===== config.mk =====
export PLATFORM = sky130hd
export DESIGN_NAME = filter_sched_flat
export DESIGN_NICKNAME = d
export VERILOG_FILES = /design/src/rtl/filter_sched_pkg.sv /design/src/rtl/filter_sched_if.sv /design/src/rtl/filter_sched_watchdog.sv /design/src/rtl/filter_sched.sv /design/src/flat_wrapper.sv
export SDC_FILE = /design/constraint.sdc
export NUM_CORES = 1
export LEC_CHECK = 0
export BUFFER_PORTS_ARGS = -buffer_cell sky130_fd_sc_hd__buf_2
export CAP_MARGIN = 15
export CORE_UTILIZATION = 50
export DETAILED_ROUTE_END_ITERATION = 8
export PLACE_DENSITY = 0.83
export SLEW_MARGIN = 30
export SYNTH_ARGS = -nofsm -noshare
export SYNTH_HDL_FRONTEND = slang
export SYNTH_HIERARCHICAL = 1
export SYNTH_SLANG_ARGS = --single-unit

===== constraint.sdc =====
create_clock -name clk -period 4.85 [get_ports clk]
set_input_delay 0.485 -clock clk [delete_from_list [all_inputs] [get_ports clk]]
set_output_delay 0.485 -clock clk [all_outputs]
set_load 0.1 [all_outputs]

===== src/rtl/filter_sched_pkg.sv =====
// ---------------------------------------------------------------------------
// sched_pkg
// Shared definitions for the filter_sched block: FSM state encoding, channel
// count and the channel index type used by the scheduler and its interface.
// ---------------------------------------------------------------------------
package sched_pkg;

  localparam int N_CH = 4;

  typedef logic [1:0] ch_idx_t;

  typedef enum logic [2:0] {
    IDLE   = 3'd0,
    ISSUE  = 3'd1,
    WAIT   = 3'd2,
    NEXT   = 3'd3,
    COMMIT = 3'd4
  } sched_state_t;

  // Index of the channel that follows ch (wraps 3 -> 0).
  function automatic ch_idx_t next_ch(input ch_idx_t ch);
    return ch + 2'd1;
  endfunction

endpackage


===== src/rtl/filter_sched_if.sv =====
// ---------------------------------------------------------------------------
// filter_sched_if
// Handshake between the scheduler and the shared single-channel filter core.
//   core_start : one-cycle start pulse (scheduler -> core)
//   core_ch    : channel index selecting the core's state bank
//   core_in    : sample for core_ch, stable from start until result
//   core_done  : one-cycle result-valid pulse (core -> scheduler)
//   core_out   : result, valid while core_done is high
// master = scheduler side, slave = core side.
// ---------------------------------------------------------------------------
interface filter_sched_if #(parameter int W = 16);
  import sched_pkg::*;

  logic         core_start;
  ch_idx_t      core_ch;
  logic [W-1:0] core_in;
  logic         core_done;
  logic [W-1:0] core_out;

  modport master (
    output core_start,
    output core_ch,
    output core_in,
    input  core_done,
    input  core_out
  );

  modport slave (
    input  core_start,
    input  core_ch,
    input  core_in,
    output core_done,
    output core_out
  );

endinterface


===== src/rtl/filter_sched_watchdog.sv =====
// ---------------------------------------------------------------------------
// sched_watchdog
// Per-channel wait counter. Cleared when a channel is issued, incremented
// while the scheduler waits, and flags terminal count at TIMEOUT-1.
//   clk, rst : clock, synchronous active-high reset
//   i_clr    : load zero (has priority over i_inc)
//   i_inc    : increment by one
//   o_tc     : count has reached TIMEOUT-1
// ---------------------------------------------------------------------------
module sched_watchdog #(
  parameter int TIMEOUT = 255
) (
  input  logic clk,
  input  logic rst,
  input  logic i_clr,
  input  logic i_inc,
  output logic o_tc
);

  localparam logic [15:0] TC_VAL = 16'(TIMEOUT - 1);

  logic [15:0] r_cnt;

  // Wait-cycle counter with clear priority.
  always_ff @(posedge clk) begin
    if (rst) begin
      r_cnt <= 16'd0;
    end else if (i_clr) begin
      r_cnt <= 16'd0;
    end else if (i_inc) begin
      r_cnt <= r_cnt + 16'd1;
    end else begin
      r_cnt <= r_cnt;
    end
  end

  assign o_tc = (r_cnt == TC_VAL);

endmodule


===== src/rtl/filter_sched.sv =====
// ---------------------------------------------------------------------------
// filter_sched
// Time-multiplexes one shared filter core across four audio channels per
// sample period. On a rising sample_clk the four inputs and the enable mask
// are latched; each channel is either passed to the core (start, wait for
// done or watchdog expiry) or bypassed; all four results are then committed
// to the outputs in the same cycle.
//   clk, rst            : clock, synchronous active-high reset
//   sample_clk          : sample strobe (sync to clk), rising edge = new frame
//   sample_in0..3       : signed channel inputs
//   sample_out0..3      : signed channel outputs, updated only on commit
//   ch_enable           : 1 = route channel through core, 0 = bypass
//   core                : handshake to the shared filter core (master side)
//   frame_done          : one-cycle pulse with the output update
//   clear_flags         : clears overrun/timeout (a same-cycle set wins)
//   overrun             : sticky, sample edge arrived mid-frame
//   timeout             : sticky, a channel exceeded TIMEOUT wait cycles
// ---------------------------------------------------------------------------
module filter_sched
  import sched_pkg::*;
#(
  parameter int W       = 16,
  parameter int TIMEOUT = 255
) (
  input  logic                clk,
  input  logic                rst,
  input  logic                sample_clk,
  input  logic signed [W-1:0] sample_in0,
  input  logic signed [W-1:0] sample_in1,
  input  logic signed [W-1:0] sample_in2,
  input  logic signed [W-1:0] sample_in3,
  output logic signed [W-1:0] sample_out0,
  output logic signed [W-1:0] sample_out1,
  output logic signed [W-1:0] sample_out2,
  output logic signed [W-1:0] sample_out3,
  input  logic [N_CH-1:0]     ch_enable,
  filter_sched_if.master      core,
  output logic                frame_done,
  input  logic                clear_flags,
  output logic                overrun,
  output logic                timeout
);

  sched_state_t              r_state;
  ch_idx_t                   r_ch;
  logic                      r_sc_q;
  logic [N_CH-1:0][W-1:0]    r_in;
  logic [N_CH-1:0]           r_en;
  logic [N_CH-1:0][W-1:0]    r_res;
  logic [N_CH-1:0][W-1:0]    r_out;
  logic                      r_core_start;
  ch_idx_t                   r_core_ch;
  logic [W-1:0]              r_core_in;
  logic                      r_frame_done;
  logic                      r_overrun;
  logic                      r_timeout;

  logic                      w_edge;
  ch_idx_t                   w_ch_nx;
  logic [W-1:0]              w_in_cur;
  logic                      w_en_cur;
  logic [W-1:0]              w_in_nx;
  logic                      w_en_nx;
  logic                      w_tc;
  logic                      w_wd_clr;
  logic                      w_wd_inc;
  logic                      w_to_set;
  logic                      w_ov_set;

  assign w_edge   = sample_clk & ~r_sc_q;
  assign w_ch_nx  = next_ch(r_ch);
  assign w_in_cur = r_in[r_ch];
  assign w_en_cur = r_en[r_ch];
  assign w_in_nx  = r_in[w_ch_nx];
  assign w_en_nx  = r_en[w_ch_nx];

  // Watchdog runs only while waiting on the core; done takes priority over
  // expiry, so a result on the last allowed cycle is still accepted.
  assign w_wd_clr = (r_state == ISSUE);
  assign w_wd_inc = (r_state == WAIT) & ~core.core_done & ~w_tc;
  assign w_to_set = (r_state == WAIT) & ~core.core_done & w_tc;
  assign w_ov_set = w_edge & (r_state != IDLE);

  sched_watchdog #(
    .TIMEOUT(TIMEOUT)
  ) u_watchdog (
    .clk  (clk),
    .rst  (rst),
    .i_clr(w_wd_clr),
    .i_inc(w_wd_inc),
    .o_tc (w_tc)
  );

  // Sticky status flags; a set event in the same cycle as clear_flags wins.
  always_ff @(posedge clk) begin
    if (rst) begin
      r_overrun <= 1'b0;
      r_timeout <= 1'b0;
    end else begin
      if (w_ov_set) begin
        r_overrun <= 1'b1;
      end else if (clear_flags) begin
        r_overrun <= 1'b0;
      end else begin
        r_overrun <= r_overrun;
      end
      if (w_to_set) begin
        r_timeout <= 1'b1;
      end else if (clear_flags) begin
        r_timeout <= 1'b0;
      end else begin
        r_timeout <= r_timeout;
      end
    end
  end

  // Frame sequencer. core_start/core_ch/core_in are loaded on entry to
  // ISSUE so the start pulse coincides with the ISSUE cycle and the channel
  // and sample stay stable through WAIT.
  always_ff @(posedge clk) begin
    if (rst) begin
      r_state      <= IDLE;
      r_ch         <= 2'd0;
      r_sc_q       <= 1'b0;
      r_in         <= '0;
      r_en         <= '0;
      r_res        <= '0;
      r_out        <= '0;
      r_core_start <= 1'b0;
      r_core_ch    <= 2'd0;
      r_core_in    <= '0;
      r_frame_done <= 1'b0;
    end else begin
      r_sc_q       <= sample_clk;
      r_core_start <= 1'b0;
      r_frame_done <= 1'b0;
      case (r_state)
        IDLE: begin
          if (w_edge) begin
            r_in[0]      <= sample_in0;
            r_in[1]      <= sample_in1;
            r_in[2]      <= sample_in2;
            r_in[3]      <= sample_in3;
            r_en         <= ch_enable;
            r_ch         <= 2'd0;
            r_core_ch    <= 2'd0;
            r_core_in    <= sample_in0;
            r_core_start <= ch_enable[0];
            r_state      <= ISSUE;
          end else begin
            r_state <= IDLE;
          end
        end
        ISSUE: begin
          if (w_en_cur) begin
            r_state <= WAIT;
          end else begin
            r_res[r_ch] <= w_in_cur;
            r_state     <= NEXT;
          end
        end
        WAIT: begin
          if (core.core_done) begin
            r_res[r_ch] <= core.core_out;
            r_state     <= NEXT;
          end else if (w_tc) begin
            r_res[r_ch] <= '0;
            r_state     <= NEXT;
          end else begin
            r_state <= WAIT;
          end
        end
        NEXT: begin
          if (r_ch == 2'd3) begin
            r_state <= COMMIT;
          end else begin
            r_ch         <= w_ch_nx;
            r_core_ch    <= w_ch_nx;
            r_core_in    <= w_in_nx;
            r_core_start <= w_en_nx;
            r_state      <= ISSUE;
          end
        end
        COMMIT: begin
          r_out        <= r_res;
          r_frame_done <= 1'b1;
          r_state      <= IDLE;
        end
        default: begin
          r_state <= IDLE;
        end
      endcase
    end
  end

  assign sample_out0     = r_out[0];
  assign sample_out1     = r_out[1];
  assign sample_out2     = r_out[2];
  assign sample_out3     = r_out[3];
  assign core.core_start = r_core_start;
  assign core.core_ch    = r_core_ch;
  assign core.core_in    = r_core_in;
  assign frame_done      = r_frame_done;
  assign overrun         = r_overrun;
  assign timeout         = r_timeout;

endmodule

===== src/flat_wrapper.sv =====
// flat-port wrapper written by rule: the top's interface ports become plain ports
module filter_sched_flat import sched_pkg::*;
#(
  parameter int W       = 16,
  parameter int TIMEOUT = 255
)
  (clk, rst, sample_clk, sample_in0, sample_in1, sample_in2, sample_in3, sample_out0, sample_out1, sample_out2, sample_out3, ch_enable, frame_done, clear_flags, overrun, timeout, core_core_start, core_core_ch, core_core_in, core_core_done, core_core_out);
  filter_sched_if #(.W(W)) core_i ();
  input  logic clk;
  input  logic rst;
  input  logic sample_clk;
  input  logic signed [W-1:0] sample_in0;
  input  logic signed [W-1:0] sample_in1;
  input  logic signed [W-1:0] sample_in2;
  input  logic signed [W-1:0] sample_in3;
  output logic signed [W-1:0] sample_out0;
  output logic signed [W-1:0] sample_out1;
  output logic signed [W-1:0] sample_out2;
  output logic signed [W-1:0] sample_out3;
  input  logic [N_CH-1:0] ch_enable;
  output logic frame_done;
  input  logic clear_flags;
  output logic overrun;
  output logic timeout;
  output wire logic [$bits(core_i.core_start)-1:0] core_core_start;
  output wire logic [$bits(core_i.core_ch)-1:0] core_core_ch;
  output wire logic [$bits(core_i.core_in)-1:0] core_core_in;
  input wire logic [$bits(core_i.core_done)-1:0] core_core_done;
  input wire logic [$bits(core_i.core_out)-1:0] core_core_out;
  assign core_core_start = core_i.core_start;
  assign core_core_ch = core_i.core_ch;
  assign core_core_in = core_i.core_in;
  assign core_i.core_done = core_core_done;
  assign core_i.core_out = core_core_out;
  filter_sched #(.W(W), .TIMEOUT(TIMEOUT)) u_core (.clk(clk), .rst(rst), .sample_clk(sample_clk), .sample_in0(sample_in0), .sample_in1(sample_in1), .sample_in2(sample_in2), .sample_in3(sample_in3), .sample_out0(sample_out0), .sample_out1(sample_out1), .sample_out2(sample_out2), .sample_out3(sample_out3), .ch_enable(ch_enable), .core(core_i), .frame_done(frame_done), .clear_flags(clear_flags), .overrun(overrun), .timeout(timeout));
endmodule

Word level (Yosys, flattened, before mapping)

Cells that the tools add are included.

Add/subtract/negate cells: 2
$lt $le $gt $ge: 3
Eq/ne operators: 10
Muxes and demuxes: 35
Bitwise gates (word level): 10
Reduce and logical (&&, ||, !) cells: 11

Operators with widths:

| kind                    | count |
|---|---|
| $mux W64                | 3 |
| $bwmux W64              | 2 |
| $pmux W64 S2            | 1 |
| $mux W16                | 5 |
| $and A64 B64 Y64        | 1 |
| $bmux W16 S2            | 2 |
| $not A64 Y64            | 1 |
| $demux W16 S2           | 1 |
| $pmux W16 S2            | 1 |
| $add A16 B1 Y16 const B | 1 |
| $eq A16 B8 Y1 const B   | 1 |
| $pmux W3 S4             | 1 |
| $mux W1                 | 11 |
| $reduce_bool A2 Y1      | 4 |
| $eq A3 B2 Y1 const B    | 2 |
| $lt A2 B3 Y1 const B    | 2 |
| $mux W3                 | 2 |
| $reduce_and A3 Y1       | 2 |
| $and A1 B1 Y1           | 5 |
| $bmux W1 S2             | 2 |
| $mux W2                 | 2 |
| $ne A2 B2 Y1 const B    | 2 |
| $pmux W2 S2             | 1 |
| $eq A3 B1 Y1 const B    | 1 |
| 13 further kinds        | 15 |

Register bits after elaboration: 238
Input port bits: 89
Output and inout port bits: 86
Logic and storage cells: 93

Depth between registers and ports, before layout

Gate-level depths: netlist of the first run.

Depth in word-level cells: 9
Depth in mapped cells: 10
Mapped depth without buffers: 8

By module

Netlist of the first run, hierarchy kept.

By module, submodules not included:

| module         | instances | cells each | area an instance (um^2) | sequential area each (um^2) |
|---|---|---|---|---|
| filter_sched   | 1         | 1101       | 9977.1                  | 4444.3 |
| sched_watchdog | 1         | 92         | 809.5                   | 320.3 |

Least setup slack after synthesis of the first run

Ideal clock, no wire load.

Path kind: reg2reg
Start: register u_core/core.core_ch[0] (netlist name)
End: register u_core.r_core_in[10], in the netlist u_core/core.core_in[10]
Setup time: 138 ps
Arrival time: 3407 ps
Required time: 4712 ps
Setup slack: 1306 ps
Stages on the path, launching flop included: 10
Buffers on the path: 4
Period minus slack after synthesis: 3544 ps
Cell sequence: dfxtp_1 -> buf_6 -> buf_1 -> inv_1 -> ha_1 -> clkbuf_1 -> clkbuf_1 -> mux4_2 -> mux2i_1 -> a211oi_1

RTL lines:

| element              | line                | source |
|---|---|---|
| to (signal assigned) | filter_sched.sv:147 | `r_core_in <= sample_in0;` |
| to (signal assigned) | filter_sched.sv:179 | `r_core_in <= w_in_nx;` |
| to (decl)            | filter_sched.sv:53  | `logic [W-1:0] r_core_in;` |

Worst setup path in the final report of the first run

Start: register u_core.u_watchdog.r_cnt[10]
End: register u_core/r_res[11] in the netlist's numbering

Longest elaborated chain between the ends: 3

Ends and longest elaborated chain:

| element                            | line                        | source |
|---|---|---|
| from (decl)                        | filter_sched_watchdog.sv:22 | `logic [15:0] r_cnt;` |
| from (signal assigned)             | filter_sched_watchdog.sv:31 | `r_cnt <= r_cnt + 16'd1;` |
| from (signal assigned)             | filter_sched_watchdog.sv:33 | `r_cnt <= r_cnt;` |
| $eq A16 B8 Y1                      | filter_sched_watchdog.sv:37 | `assign o_tc = (r_cnt == TC_VAL);` |
| named net u_core.w_tc              | filter_sched.sv:64          | `logic w_tc;` |
| $ne A3 B2 Y1 (no source line)      | n/a                         |  |
| $reduce_and A3 Y1 (no source line) | n/a                         |  |
| to (signal, indexed assignment)    | filter_sched.sv:158         | `r_res[r_ch] <= w_in_cur;` |
| to (signal, indexed assignment)    | filter_sched.sv:164         | `r_res[r_ch] <= core.core_out;` |
| to (decl)                          | filter_sched.sv:49          | `logic [N_CH-1:0][W-1:0] r_res;` |

The timed path passes the listed nets, and every way through them passes these cells.
A chain may end at the register's enable or synchronous reset.

==> results of run 1 <==
[worst reg2reg max path, stage by stage (launching register included)]
cell	delay, ns
dfxtp_1	0.36
or4_1	0.51
nor4_1	0.55
nor2_1	0.08
o21a_1	0.53
or4_1	0.89
o21ai_0	0.29
[layout make-up]
class                           instances  area [um^2]
Fill cell                            1818         8580
Multi-Input combinational cell        792         5360
Sequential cell                       238         4770
Timing Repair Buffer                  185          975
Clock buffer                           31          708
Tap cell                              275          344
Inverter                               51          191
Clock inverter                         14          160
Antenna cell                            2         5.00
[flip-flops by register name (all words and copies together), names as in the netlist]
register,cells
u_core/sample_out3,16
u_core/r_in,64
u_core/r_sc_q,1
u_core/core.core_ch,2
u_core/core.core_start,1
u_core/r_state,3
u_core/frame_done,1
u_core/timeout,1
u_core/r_res,64
u_core/sample_out2,16
u_core/sample_out0,16
u_core/core.core_in,16
u_core/r_en,4
u_core/u_watchdog/r_cnt,16
u_core/overrun,1
u_core/sample_out1,16
[per-layer routing]
metal,wire (um),up-vias,track usage (%)
met1,11400,4330,33.4
met2,13500,493,41.1
met4,748,0,7.45
met3,3000,67,5.38
li1,-,4448,-
met5,0,-,0
[cell families (layout without fill, tap and decap cells)]
group / count (synthesis) / in the layout
mux: 55 / 55
simple gates: 400 / 400
buf+inv: 163 / 281
flops: 238 / 238
fa+ha+maj: 10 / 10
xor+xnor: 4 / 4
compound gates: 323 / 323
other cells: 0 / 2
[power breakdown]
| group | switching [W] | leakage [nW] | total, W | internal, W |
|---|---|---|---|---|
| sequential | 0.0000708 | 1.93 | 0.00211 | 0.00204 |
| clock | 0.000790 | 0.426 | 0.00199 | 0.00120 |
| combinational | 0.000508 | 2.19 | 0.000707 | 0.000198 |
| total | 0.00137 | 4.55 | 0.00481 | 0.00344 |
[worst paths after layout]
kind | start | depth (start not counted) | end
worst min-delay path | sample_clk | 2 | u_core/r_sc_q
worst max-delay path | u_core/u_watchdog/r_cnt[10] | 6 | u_core/r_res[11]
worst min register to register | u_core/r_res[54] | 2 | u_core/sample_out3[6]
worst max register to register | u_core/u_watchdog/r_cnt[10] | 6 | u_core/r_res[11]
[stage by stage]
step,power (W),cells,utilization [%]
finish,0.00481,1588,59.3
global route,0.00497,1587,59.3
CTS,0.00481,1586,59.2
detailed placement,0.00284,1541,55.1
global placement,0.00282,1541,55.0
floorplan,0.00267,1193,-
[layout by cell type, fill, tap and decap left out, types with 11 or more instances in the layout]
cell,synthesis,routed
clkbuf_16,0,25
o21ai_0,11,11
a222oi_1,19,19
a22oi_1,45,45
o32ai_2,30,30
o32ai_1,15,15
mux4_2,34,34
a211oi_1,18,18
dfxtp_1,238,236
a21oi_1,143,143
mux2i_1,21,21
buf_2,6,173
o41ai_1,19,19
inv_1,51,51
nor2_1,33,32
nand2_1,278,276
nor2b_1,30,26
==> metrics.txt, run 1 <==
syn avg cell area=~9 um^2; setup TNS=0 ns; normalized max-slew margin=roughly a third; Post-synth EDFFs=0; dpl cell area=roughly 12000 um^2; most used cell, CP=or4_1; top cell type's share of synthesized area=44.2%; die extent in x=approximately 150 um; Worst EP required=between 5 and 6 ns; most frequent cell after synthesis=nand2_1; final global-route overflow total=0; clk sink count=about 240; post-synthesis net count=1292; skew final=0.0151 ns; max-slew violation count=0; final number of hold-violating endpoints=0; simple-gate area share of the yosys netlist=between 10% and 20%; Detail Route Antenna Nets=0; TritonCTS clock tree=built; die area=between 20000 and 25000 um^2; vias in the first global route=8682; share of cells above drive strength 1=about a quarter; cts hold-fix bufs=0; Worst Path Max Fanout=26; f_max=303 MHz; clock slew at reported path FFs=0.07 ns; Synth Instances=1193; Startpoint Class=flop; worst-path cell chain=or4_1, nor4_1, nor2_1, o21a_1, or4_1, o21ai_0; core box area=21100 um^2; Seq/Total Area, Yosys=between 40% and 50%; GRT Total Usage=around a quarter; design area=approximately 13000 um^2; hpwl dp=slightly below 20000 um; Worst Tran Pin Value=a little under 1 ns; Max stage delay on crit path=0.88 ns; Layout Nets=about 1.4k; total wire length=about 29000 um; CP Data Arrival Time=3.71 ns; worst hold path class=in2reg; Leak Pwr=4.55 nW; status=finished, final reports clean; final worst-path cycle share=around 68%; Power Dens Cells=384 nW/um^2; clk_lat worst skew=approximately 0.52 ns; Longest Clk Path Bufs=3; Netlist cell types=50; max cap viols=0; Pre-antenna DRT Iters=6; initial antenna violation count=1; largest family of logic cells by synthesized area=compound AO/OA/AOI/OAI gates; Ports=175; Buffers & Inverters on Critical Path=0; critical path type=reg2reg; Core Rows=53; Worst path slowest cell=or4_1; DRC errors left=0; ys async rst share=0%; Post-Synth Adder-Cell Area=approximately 1.2%; RSZ-0062 raised after global routing=false; Post-Synth XOR/XNOR Area=less than 1%; H-tree levels=1; dominant cell type by area after synthesis=dfxtp_1; fin crit period=between 3 and 4 ns; most instantiated cells after synthesis=278 x nand2_1, 238 x dfxtp_1, 143 x a21oi_1; Critical Path End Type=flop; family with the most delay on the worst path=simple AND/OR/NAND/NOR gates; WHS=between 0.2 and 0.25 ns; dominant synthesized flop cell=dfxtp_1; Initial Util=between 50% and 60%; Place WS=between 1.5 and 2 ns; wire per inst=between 15 and 20 um; Post-Syn Area=around 11000 um^2; final setup fails=0; routed vias=between 9k and 10k; largest net degree at the start of global routing=141; peak supply drop=approximately 260 uV; DR vias/cell=5.88; Vert. Die Dim=between 100 and 150 um; Iter 0 DRT Violations=between 900 and 1k; Setup Fix Bufs, Post-CTS=0; global-route wire length before repair=around 45000 um; port bufs=approximately 170; mux contribution to synthesized area=a little under a tenth; top cells by area, synth=dfxtp_1 44%, nand2_1 9.7%, mux4_2 7.1%, a21oi_1 6.6%, o32ai_2 4.5%; final worst slack=~1.6 ns; CTS Buf Count=25; post_cts resized=0; reg-to-reg setup timing slack=between 1.5 and 2 ns; number of synthesized register bits=about 240; layout overhead on the synthesized area=16.0%; compound-cell area share of the yosys netlist=roughly 22%; routability cong.=0.863; CTS Root Cell=clkbuf_16; Syn. warnings=6
No activity file was read; power rests on OpenSTA's default activity.
==> inputs of run 2 (changes only) <==
Clock period 4.85 ns to 3.3 ns, I/O delays scaled along.
==> run 2 against run 1 <==
Against the previous run: wire length up 1.7%; via count is 2.0% higher; hold slack got worse by 0.16 ns; clock-buffer cell count rose by 8; die area stayed put; final area about the same; global-route usage is 0.43 points higher; first-iteration DRC count rose by 16%; sequential cell count unchanged; final cell count up 0.25%; worst setup slack lost 1.2 ns; register-to-register slack got worse by 1.2 ns; critical path type unchanged.
==> metrics.txt, run 2 (synthesis results as in run 1) <==
status=finished, final reports clean; commonest cells after routing, fill and taps aside=276 x nand2_1, 236 x dfxtp_1, 173 x buf_2, 143 x a21oi_1, 51 x inv_1; Place WS=0.416 ns; Initial Util=51.2%; Critical Path End Type=flop; Detail Route Antenna Nets=0; die area=22200 um^2; clock slew at reported path FFs=approximately 0.060 ns; die extent in x=roughly 150 um; total wire length=between 20000 and 30000 um; layout overhead on the synthesized area=16.0%; Setup Fix Bufs, Post-CTS=0; FF/Latch Area=roughly 4800 um^2; f_max=339 MHz; CP Data Arrival Time=~3.4 ns; largest net degree at the start of global routing=roughly 160; DR vias/cell=around 6.0; Power Dens Cells=~560 nW/um^2; worst hold path class=in2reg; CTS Buf Count=25; routability cong.=~0.9; GR Util met3=under 10%; clk_lat worst skew=approximately 0.52 ns; global route hottest layer=met2; CTS Root Cell=clkbuf_16; final worst-path cycle share=approximately 89%; share of cells above drive strength 1=between 20 and 25%; max cap viols=0; Startpoint Class=flop; Max stage delay on crit path=approximately 0.83 ns; worst-path cell chain=or4_1, nor4_1, nor2_1, o21a_1, or4_1, o21ai_0; initial antenna violation count=0; Leak Pwr=4.56 nW; clk sink count=238; max-slew violation count=0; post_cts resized=0; normalized max-slew margin=49.5%; DRC errors left=0; final worst slack=~0.35 ns; port bufs=approximately 170; cts hold-fix bufs=0; most used cell, CP=or4_1; skew final=approximately 0.0093 ns; Worst EP required=roughly 3.7 ns; final global-route overflow total=0; Ports=around 180; Longest Clk Path Bufs=3; final number of hold-violating endpoints=0; peak supply drop=between 300 and 400 uV; area of the multi-input gates=5340 um^2; Worst Tran Pin Value=0.758 ns; wire per inst=roughly 18 um; met1 usage=between 30% and 40%; Worst path slowest cell=or4_1; antenna cell count=0; Iter 0 DRT Violations=1073; final core occ=between 50 and 60%; vias in the first global route=between 8k and 9k; Layout Nets=between 1k and 1.5k; TritonCTS clock tree=built; RSZ-0062 raised after global routing=false; grt met2 use=a little over two fifths; Core Rows=53; number of fill cells=~1.9k; routed vias=9521; Worst Path Max Fanout=16; Largest regs=u_core/r_in: 64 flops, u_core/r_res: 64 flops; Inst Count DP=~1.5k; critical path type=reg2reg; most common cell after layout, fill and taps aside=nand2_1; global-route wire length before repair=45300 um; fin crit period=roughly 2.9 ns; final setup fails=0; family with the most delay on the worst path=simple AND/OR/NAND/NOR gates; hpwl dp=between 15000 and 20000 um; Buffers & Inverters on Critical Path=0; GRT Total Usage=between 20 and 30%; Pre-antenna DRT Iters=8; Vert. Die Dim=approximately 150 um; post-route insts no fill=~1.6k; core box area=21100 um^2; H-tree levels=1; setup TNS=0 ns
[run 2: layout make-up]
cell class,count,area share (%)
Multi-Input combinational cell,792,42.7
Sequential cell,238,38.1
Timing Repair Buffer,193,8.45
Clock buffer,39,5.90
Tap cell,275,2.75
Inverter,51,1.53
Clock inverter,4,0.590
[run 2: through the flow]
| stage | instance area (um^2) | total power, W | hold slack, ns |
|---|---|---|---|
| floorplan | 10800 | 0.00392 | 0.432 |
| global placement | 11700 | 0.00417 | 0.437 |
| detailed placement | 11700 | 0.00420 | 0.443 |
| CTS | 12500 | 0.00697 | 0.0248 |
| global route | 12500 | 0.00717 | 0.0288 |
| finish | 12500 | 0.00696 | 0.0376 |
[run 2: metal layers]
metal	up-vias	share of wire, %	wire (um)
met5	-	0	0
met4	0	3.6	1040
met3	82	10	2960
met2	506	47	13600
met1	4468	40	11500
li1	4465	-	-
[run 2: worst paths after layout]
| path | slack (ns) | from | endpoint | cells past startpoint |
|---|---|---|---|---|
| worst max-delay path | 0.35 | u_core/u_watchdog/r_cnt[10] | u_core/r_res[11] | 6 |
| worst max register to register | 0.35 | u_core/u_watchdog/r_cnt[10] | u_core/r_res[11] | 6 |
| worst min register to register | 0.45 | u_core/sample_out3[7] | u_core/sample_out3[7] | 2 |
| worst min-delay path | 0.04 | sample_clk | u_core/r_sc_q | 2 |
[run 2: where the power goes]
part / leakage, nW / switching (W) / internal [W]
sequential: 1.93 / 0.0000996 / 0.00300
clock: 0.397 / 0.00112 / 0.00168
combinational: 2.23 / 0.000755 / 0.000306
total: 4.56 / 0.00197 / 0.00499
